===== config.mk =====
export PLATFORM = sky130hd
export DESIGN_NAME = idft8_serial_flat
export DESIGN_NICKNAME = d
export VERILOG_FILES = /design/src/rtl/idft8_serial_if.sv /design/src/rtl/idft8_serial.sv /design/src/flat_wrapper.sv
export SDC_FILE = /design/constraint.sdc
export NUM_CORES = 1
export LEC_CHECK = 0
export BUFFER_PORTS_ARGS = -buffer_cell sky130_fd_sc_hd__buf_4
export CORE_ASPECT_RATIO = 0.9
export CORE_MARGIN = 5
export CORE_UTILIZATION = 60
export CTS_CLUSTER_DIAMETER = 200
export DETAILED_ROUTE_END_ITERATION = 12
export GPL_ROUTABILITY_DRIVEN = 0
export PLACE_DENSITY = 0.74
export SKIP_LAST_GASP = 1
export SLEW_MARGIN = 0
export SYNTH_ARGS = -nofsm -noshare
export SYNTH_HDL_FRONTEND = slang
export SYNTH_SLANG_ARGS = --single-unit

===== constraint.sdc =====
create_clock -name clk -period 9.8 [get_ports clk]
set_clock_uncertainty 0.2 [all_clocks]
set_input_delay 0.49 -clock clk [delete_from_list [all_inputs] [get_ports clk]]
set_output_delay 0.49 -clock clk [all_outputs]
set_load 0.005 [all_outputs]

===== src/rtl/idft8_serial_if.sv =====
// Complex-sample valid/ready stream.
//   valid  : producer has a sample
//   ready  : consumer accepts a sample
//   re, im : signed real / imaginary parts, DW bits each
//   last   : marks the final sample of a frame
// master = producer side, slave = consumer side.
interface idft8_serial_if #(
  parameter int unsigned DW = 16
);
  logic                 valid;
  logic                 ready;
  logic signed [DW-1:0] re;
  logic signed [DW-1:0] im;
  logic                 last;

  modport master (output valid, re, im, last, input ready);
  modport slave  (input valid, re, im, last, output ready);
endinterface


===== src/rtl/idft8_serial.sv =====
// Serial 8-point inverse DFT, one complex MAC per cycle.
// Loads eight bins Z0..Z7 (sfix 12.4), then for each n=0..7 accumulates
// sum_k Z[k]*e^(+j2*pi*n*k/8) over 8 cycles and emits x[n] = acc >>> 7, saturated.
// Ports:
//   clk    : rising-edge clock
//   rst    : synchronous active-high reset
//   in_s   : bin stream in (valid/ready/re/im; last is ignored)
//   out_m  : sample stream out (valid/ready/re/im; last high with x7)
module idft8_serial #(
  parameter int unsigned DW   = 16,
  parameter int unsigned ACCW = 26
) (
  input logic             clk,
  input logic             rst,
  idft8_serial_if.slave   in_s,
  idft8_serial_if.master  out_m
);

  // Twiddles are 6-bit signed (range -16..16); products need DW+6 bits.
  localparam int unsigned PW = DW + 6;
  localparam logic signed [ACCW-1:0] SatMax = ACCW'((64'sd1 <<< (DW - 1)) - 64'sd1);
  localparam logic signed [ACCW-1:0] SatMin = -SatMax - ACCW'(1);

  typedef enum logic [1:0] {StLoad, StCalc, StEmit} state_e;

  state_e state_q, state_d;

  logic [2:0] kcnt_q, n_q, k_q;
  logic signed [ACCW-1:0] acc_re_q, acc_im_q;
  logic signed [DW-1:0] out_re_q, out_im_q;
  logic signed [DW-1:0] buf_re_q [8];
  logic signed [DW-1:0] buf_im_q [8];

  logic in_ready, out_valid, out_last;
  logic in_fire, out_fire;

  assign in_fire  = in_s.valid & in_ready;
  assign out_fire = out_valid & out_m.ready;

  // ---------------------------------------------------------------------------
  // FSM: state register
  always_ff @(posedge clk) begin
    if (rst) state_q <= StLoad;
    else     state_q <= state_d;
  end

  // FSM: next state
  always_comb begin
    state_d = state_q;
    unique case (state_q)
      StLoad: if (in_fire && kcnt_q == 3'd7) state_d = StCalc;
      StCalc: if (k_q == 3'd7) state_d = StEmit;
      StEmit: if (out_fire) state_d = (n_q == 3'd7) ? StLoad : StCalc;
      default: state_d = StLoad;
    endcase
  end

  // FSM: outputs
  always_comb begin
    in_ready  = (state_q == StLoad);
    out_valid = (state_q == StEmit);
    out_last  = (state_q == StEmit) && (n_q == 3'd7);
  end

  assign in_s.ready  = in_ready;
  assign out_m.valid = out_valid;
  assign out_m.last  = out_last;
  assign out_m.re    = out_re_q;
  assign out_m.im    = out_im_q;

  // ---------------------------------------------------------------------------
  // Twiddle lookup: m = (n*k) mod 8, truncation of the 3-bit product.
  logic [2:0] m;
  logic signed [5:0] cos_w, sin_w;

  assign m = 3'(n_q * k_q);

  always_comb begin
    cos_w = 6'sd0;
    sin_w = 6'sd0;
    unique case (m)
      3'd0: begin cos_w =  6'sd16; sin_w =  6'sd0;  end
      3'd1: begin cos_w =  6'sd11; sin_w =  6'sd11; end
      3'd2: begin cos_w =  6'sd0;  sin_w =  6'sd16; end
      3'd3: begin cos_w = -6'sd11; sin_w =  6'sd11; end
      3'd4: begin cos_w = -6'sd16; sin_w =  6'sd0;  end
      3'd5: begin cos_w = -6'sd11; sin_w = -6'sd11; end
      3'd6: begin cos_w =  6'sd0;  sin_w = -6'sd16; end
      3'd7: begin cos_w =  6'sd11; sin_w = -6'sd11; end
      default: ;
    endcase
  end

  // ---------------------------------------------------------------------------
  // Complex MAC datapath
  logic signed [PW-1:0]   zr_x, zi_x, c_x, s_x;
  logic signed [PW-1:0]   p_rc, p_is, p_rs, p_ic;
  logic signed [PW:0]     mac_re, mac_im;
  logic signed [ACCW-1:0] acc_re_nx, acc_im_nx;

  always_comb begin
    zr_x      = PW'(buf_re_q[k_q]);
    zi_x      = PW'(buf_im_q[k_q]);
    c_x       = PW'(cos_w);
    s_x       = PW'(sin_w);
    p_rc      = zr_x * c_x;
    p_is      = zi_x * s_x;
    p_rs      = zr_x * s_x;
    p_ic      = zi_x * c_x;
    mac_re    = (PW + 1)'(p_rc) - (PW + 1)'(p_is);
    mac_im    = (PW + 1)'(p_rs) + (PW + 1)'(p_ic);
    acc_re_nx = acc_re_q + ACCW'(mac_re);
    acc_im_nx = acc_im_q + ACCW'(mac_im);
  end

  // >>> 7 drops the 4 twiddle fraction bits and applies the 1/8 scale (floor).
  function automatic logic signed [DW-1:0] scale_sat(input logic signed [ACCW-1:0] a);
    logic signed [ACCW-1:0] s;
    s = a >>> 7;
    if (s > SatMax)      return SatMax[DW-1:0];
    else if (s < SatMin) return SatMin[DW-1:0];
    else                 return s[DW-1:0];
  endfunction

  // Bin buffer: no reset needed, it is always fully rewritten before use.
  always_ff @(posedge clk) begin
    if (in_fire) begin
      buf_re_q[kcnt_q] <= in_s.re;
      buf_im_q[kcnt_q] <= in_s.im;
    end
  end

  always_ff @(posedge clk) begin
    if (rst) begin
      kcnt_q   <= 3'd0;
      n_q      <= 3'd0;
      k_q      <= 3'd0;
      acc_re_q <= '0;
      acc_im_q <= '0;
      out_re_q <= '0;
      out_im_q <= '0;
    end else begin
      unique case (state_q)
        StLoad: begin
          if (in_fire) begin
            kcnt_q <= kcnt_q + 3'd1;
            if (kcnt_q == 3'd7) begin
              n_q      <= 3'd0;
              k_q      <= 3'd0;
              acc_re_q <= '0;
              acc_im_q <= '0;
            end
          end
        end
        StCalc: begin
          k_q      <= k_q + 3'd1;
          acc_re_q <= acc_re_nx;
          acc_im_q <= acc_im_nx;
          if (k_q == 3'd7) begin
            out_re_q <= scale_sat(acc_re_nx);
            out_im_q <= scale_sat(acc_im_nx);
          end
        end
        StEmit: begin
          if (out_fire) begin
            k_q      <= 3'd0;
            acc_re_q <= '0;
            acc_im_q <= '0;
            n_q      <= n_q + 3'd1;
            if (n_q == 3'd7) kcnt_q <= 3'd0;
          end
        end
        default: ;
      endcase
    end
  end

endmodule


===== src/flat_wrapper.sv =====
// flat-port wrapper written by rule: the top's interface ports become plain ports
module idft8_serial_flat 
#(
  parameter int unsigned DW   = 16,
  parameter int unsigned ACCW = 26
)
  (clk, rst, in_s_valid, in_s_re, in_s_im, in_s_last, in_s_ready, out_m_valid, out_m_re, out_m_im, out_m_last, out_m_ready);
  idft8_serial_if #(.DW(DW)) in_s_i ();
  idft8_serial_if #(.DW(DW)) out_m_i ();
  input logic clk;
  input logic rst;
  input wire logic [$bits(in_s_i.valid)-1:0] in_s_valid;
  input wire logic [$bits(in_s_i.re)-1:0] in_s_re;
  input wire logic [$bits(in_s_i.im)-1:0] in_s_im;
  input wire logic [$bits(in_s_i.last)-1:0] in_s_last;
  output wire logic [$bits(in_s_i.ready)-1:0] in_s_ready;
  output wire logic [$bits(out_m_i.valid)-1:0] out_m_valid;
  output wire logic [$bits(out_m_i.re)-1:0] out_m_re;
  output wire logic [$bits(out_m_i.im)-1:0] out_m_im;
  output wire logic [$bits(out_m_i.last)-1:0] out_m_last;
  input wire logic [$bits(out_m_i.ready)-1:0] out_m_ready;
  assign in_s_i.valid = in_s_valid;
  assign in_s_i.re = in_s_re;
  assign in_s_i.im = in_s_im;
  assign in_s_i.last = in_s_last;
  assign in_s_ready = in_s_i.ready;
  assign out_m_valid = out_m_i.valid;
  assign out_m_re = out_m_i.re;
  assign out_m_im = out_m_i.im;
  assign out_m_last = out_m_i.last;
  assign out_m_i.ready = out_m_ready;
  idft8_serial #(.DW(DW), .ACCW(ACCW)) u_core (.clk(clk), .rst(rst), .in_s(in_s_i), .out_m(out_m_i));
endmodule

==> metrics.md <==
| Metric | Value |
|---|---|
| Final-report max-slew violation count | 0 |
| Design area | roughly 0.032 mm² |
| Sink Count | about 350 |
| Per-cell routed wire length | 21.3 µm |
| Critical Setup Path Class | flop to flop |
| Grt ovf | 0 |
| Final cell count without fillers | approximately 3200 |
| Ant diodes | 0 |
| Antenna violations before repair | 1 |
| H-Tree Depth | 2 |
| Synth unique cells | 77 |
| Cts bufs inserted | 39 |
| Period Utilization, post-route | 0.953 |
| Tightest Pin Transition | approximately 1200 ps |
| CP startpoint kind | flop |
| Total die area | roughly 0.053 mm² |
| CP top delay family | adder cells |
| Port Buffers | 70 |
| Slowest stage delay, CP | around 580 ps |
| Via density per instance | slightly below 6 |
| Mapped cell area | around 0.029 mm² |
| Status | completed |
| Largest net degree at the start of global routing | a little under 100 |
| Area growth syn-to-layout | 10.7% |
| Routed WL | about 70 mm |
| Total GRT Usage | 0.276 |
| CP Max Fanout | 15 |
| Min-delay worst type | primary input to flop |
| Area after DPL | 0.0304 mm² |
| Final hold viol count | 0 |
| FILL cells | 3470 |
| Setup TNS | 0 ps |
| Unrepaired setup endpoints after global routing | false |
| Syn_area_per_cell | around 12 µm² |
| DP Cell Count | about 3100 |
| Nets | 3208 |
| Number of synthesized register bits | 354 |
| Final min period | between 9000 and 10000 ps |
| Initial Util | 0.605 |
| Iteration-0 DRC count of the detailed router | roughly 1500 |
| Die height | roughly 220 µm |
| Worst-Skew Late Latency | ~590 ps |
| First-pass GRT wire length | between 100 and 150 mm |
| CP dominant cell by count | fa_1 |
| I/O pin total | a little over 70 |
| Slowest cell on crit path | a211oi_1 |
| Post-synthesis cell count | 2475 |
| Yosys warning total | 0 |
| Ys async rst share | 0 |
| Detailed Place HPWL | 52.7 mm |
| # setup viols final | 0 |
| Max-Slew Margin vs Limit | 0.227 |
| Most frequent cells in the layout | inv_1, fa_1, edfxtp_1 |
| Num rows | between 70 and 80 |
| Vias | around 19000 |
| Commonest non-fill, non-tap cell in the layout | inv_1 |
| DRC errors left | 0 |
| Hold_buf cts | 32 |
| Peak supply drop | approximately 130 µV |
| Leak | ~14 nW |
| Required @ worst endpoint | approximately 10000 ps |
| Fmax | between 100 and 150 MHz |
| Clock root cell | clkbuf_16 |
| Power Density | roughly 130 mW/mm² |
| Synth Flop Type | edfxtp_1 |
| Detailed Routing Iterations Pass 1 | 6 |
| Seq/Total Area, Yosys | 0.334 |
| EDFF count, synth | roughly 260 |
| Setup Buffers After CTS | 0 |
| Pwr Total | about 4.2 mW |
| Crit path buffers/inverters | 6 |
| Max-cap violations | 0 |
| Worst-case clock buffer depth | 3 |
| Core Region | about 0.048 mm² |
| Die X | 241 µm |
| Clock Pin Slew Worst Setup and Hold Paths | approximately 60 ps |
| ANT nets after route | 0 |
| Share of cells above drive strength 1 | 0.124 |
| Post-Syn Nets | approximately 3100 |
| Critical path arrival | 9510 ps |
| CTS tree | built |
| Crit end category | flop |
| Post-CTS sizing | 0 |
| Vias in the first global route | about 21000 |
==> flip-flops by register name (all words and copies together), names as in the netlist, named ones only <==
name             flops
u_core.n_q           3
u_core.buf_im_q    128
u_core.out_m.re     16
u_core.acc_im_q     26
u_core.kcnt_q        3
u_core.acc_re_q     26
u_core.out_m.im     16
u_core.k_q           3
u_core.state_q       2
u_core.buf_re_q    128
==> layout make-up <==
cell class / count / area, µm² / area share
flip-flops and latches: 354 / 9660 / 0.302
repair buffers: 157 / 1300 / 0.0405
clock buffers: 52 / 1080 / 0.0337
multi-input cells: 1541 / 17100 / 0.534
clock inverters: 19 / 243 / 0.00758
well taps: 624 / 781 / 0.0244
inverters: 498 / 1870 / 0.0584
==> report_power, final <==
group / switching [mW] / internal (mW) / leakage, nW / total (mW)
Clock: 0.628 / 0.873 / 0.651 / 1.50
Sequential: 0.00615 / 1.63 / 3.12 / 1.63
Combinational: 0.654 / 0.407 / 10.0 / 1.06
Total: 1.29 / 2.91 / 13.8 / 4.20
==> path summary, 6_finish.rpt <==
check	start	endpoint	slack [ps]	depth (start not counted)
min reg2reg	u_core.acc_im_q[6]	u_core.acc_im_q[6]	300	2
min	out_m_ready	u_core.state_q[1]	30	3
max	u_core.n_q[0]	u_core.out_m.re[2]	460	29
max reg2reg	u_core.n_q[0]	u_core.out_m.re[2]	460	29
==> per-layer routing <==
metal,global-route usage,wire (µm),vias to the layer above
li1,-,-,8292
met1,0.371,26900,9555
met2,0.461,34100,810
met3,0.0430,5030,177
met4,0.101,2980,0
met5,0,0,-
==> through the flow <==
stage                     hold slack [ps]  worst slack (ps)   util
after floorplan                       254              1270      -
final                                33.6               462  0.670
after global routing                 17.7              47.3  0.670
after detailed placement              286               735  0.636
after CTS                            2.47               638  0.670
after global placement                270               971  0.636
==> worst reg2reg max path: cells and delay by family, from the launching register on <==
family	cells	cell delay, ps
buffers and inverters	6	910
flip-flops	1	450
AND/OR/NAND/NOR	6	970
AO/OA/AOI/OAI	6	2040
XOR/XNOR	3	950
adder cells (fa/ha/maj)	8	3600
==> logic make-up after synthesis <==
kind of cell	count (synthesis)	share of synthesized area
XOR/XNOR	58	0.0176
flip-flops	354	0.334
AND/OR/NAND/NOR	524	0.0781
AO/OA/AOI/OAI	265	0.0650
buffers and inverters	580	0.0779
multiplexers	114	0.0685
adder cells (fa/ha/maj)	580	0.359
==> synthesized netlist by cell type (all sizes together) (5+ instances only) <==
library cell | n | area share
mux2i | 20 | 0.0069
nor2b | 7 | 0.0015
nor3 | 18 | 0.0031
a21o | 16 | 0.0042
fa | 416 | 0.29
and3 | 5 | 0.0011
o21bai | 5 | 0.0013
nand3 | 8 | 0.0014
xnor2 | 44 | 0.013
nand2 | 176 | 0.023
o21ai | 60 | 0.010
xor2 | 14 | 0.0042
ha | 164 | 0.071
buf | 27 | 0.0054
inv | 498 | 0.065
a211oi | 39 | 0.012
mux4 | 64 | 0.050
dfxtp | 98 | 0.068
a21oi | 47 | 0.0087
o31ai | 5 | 0.0015
nand2b | 27 | 0.0058
a22oi | 52 | 0.014
o21a | 6 | 0.0016
edfxtp | 256 | 0.27
nor2 | 230 | 0.030
mux2 | 30 | 0.012
a21boi | 5 | 0.0014
clkbuf | 52 | 0.0068
and2 | 29 | 0.0063
(Power assumes the default switching activity.)
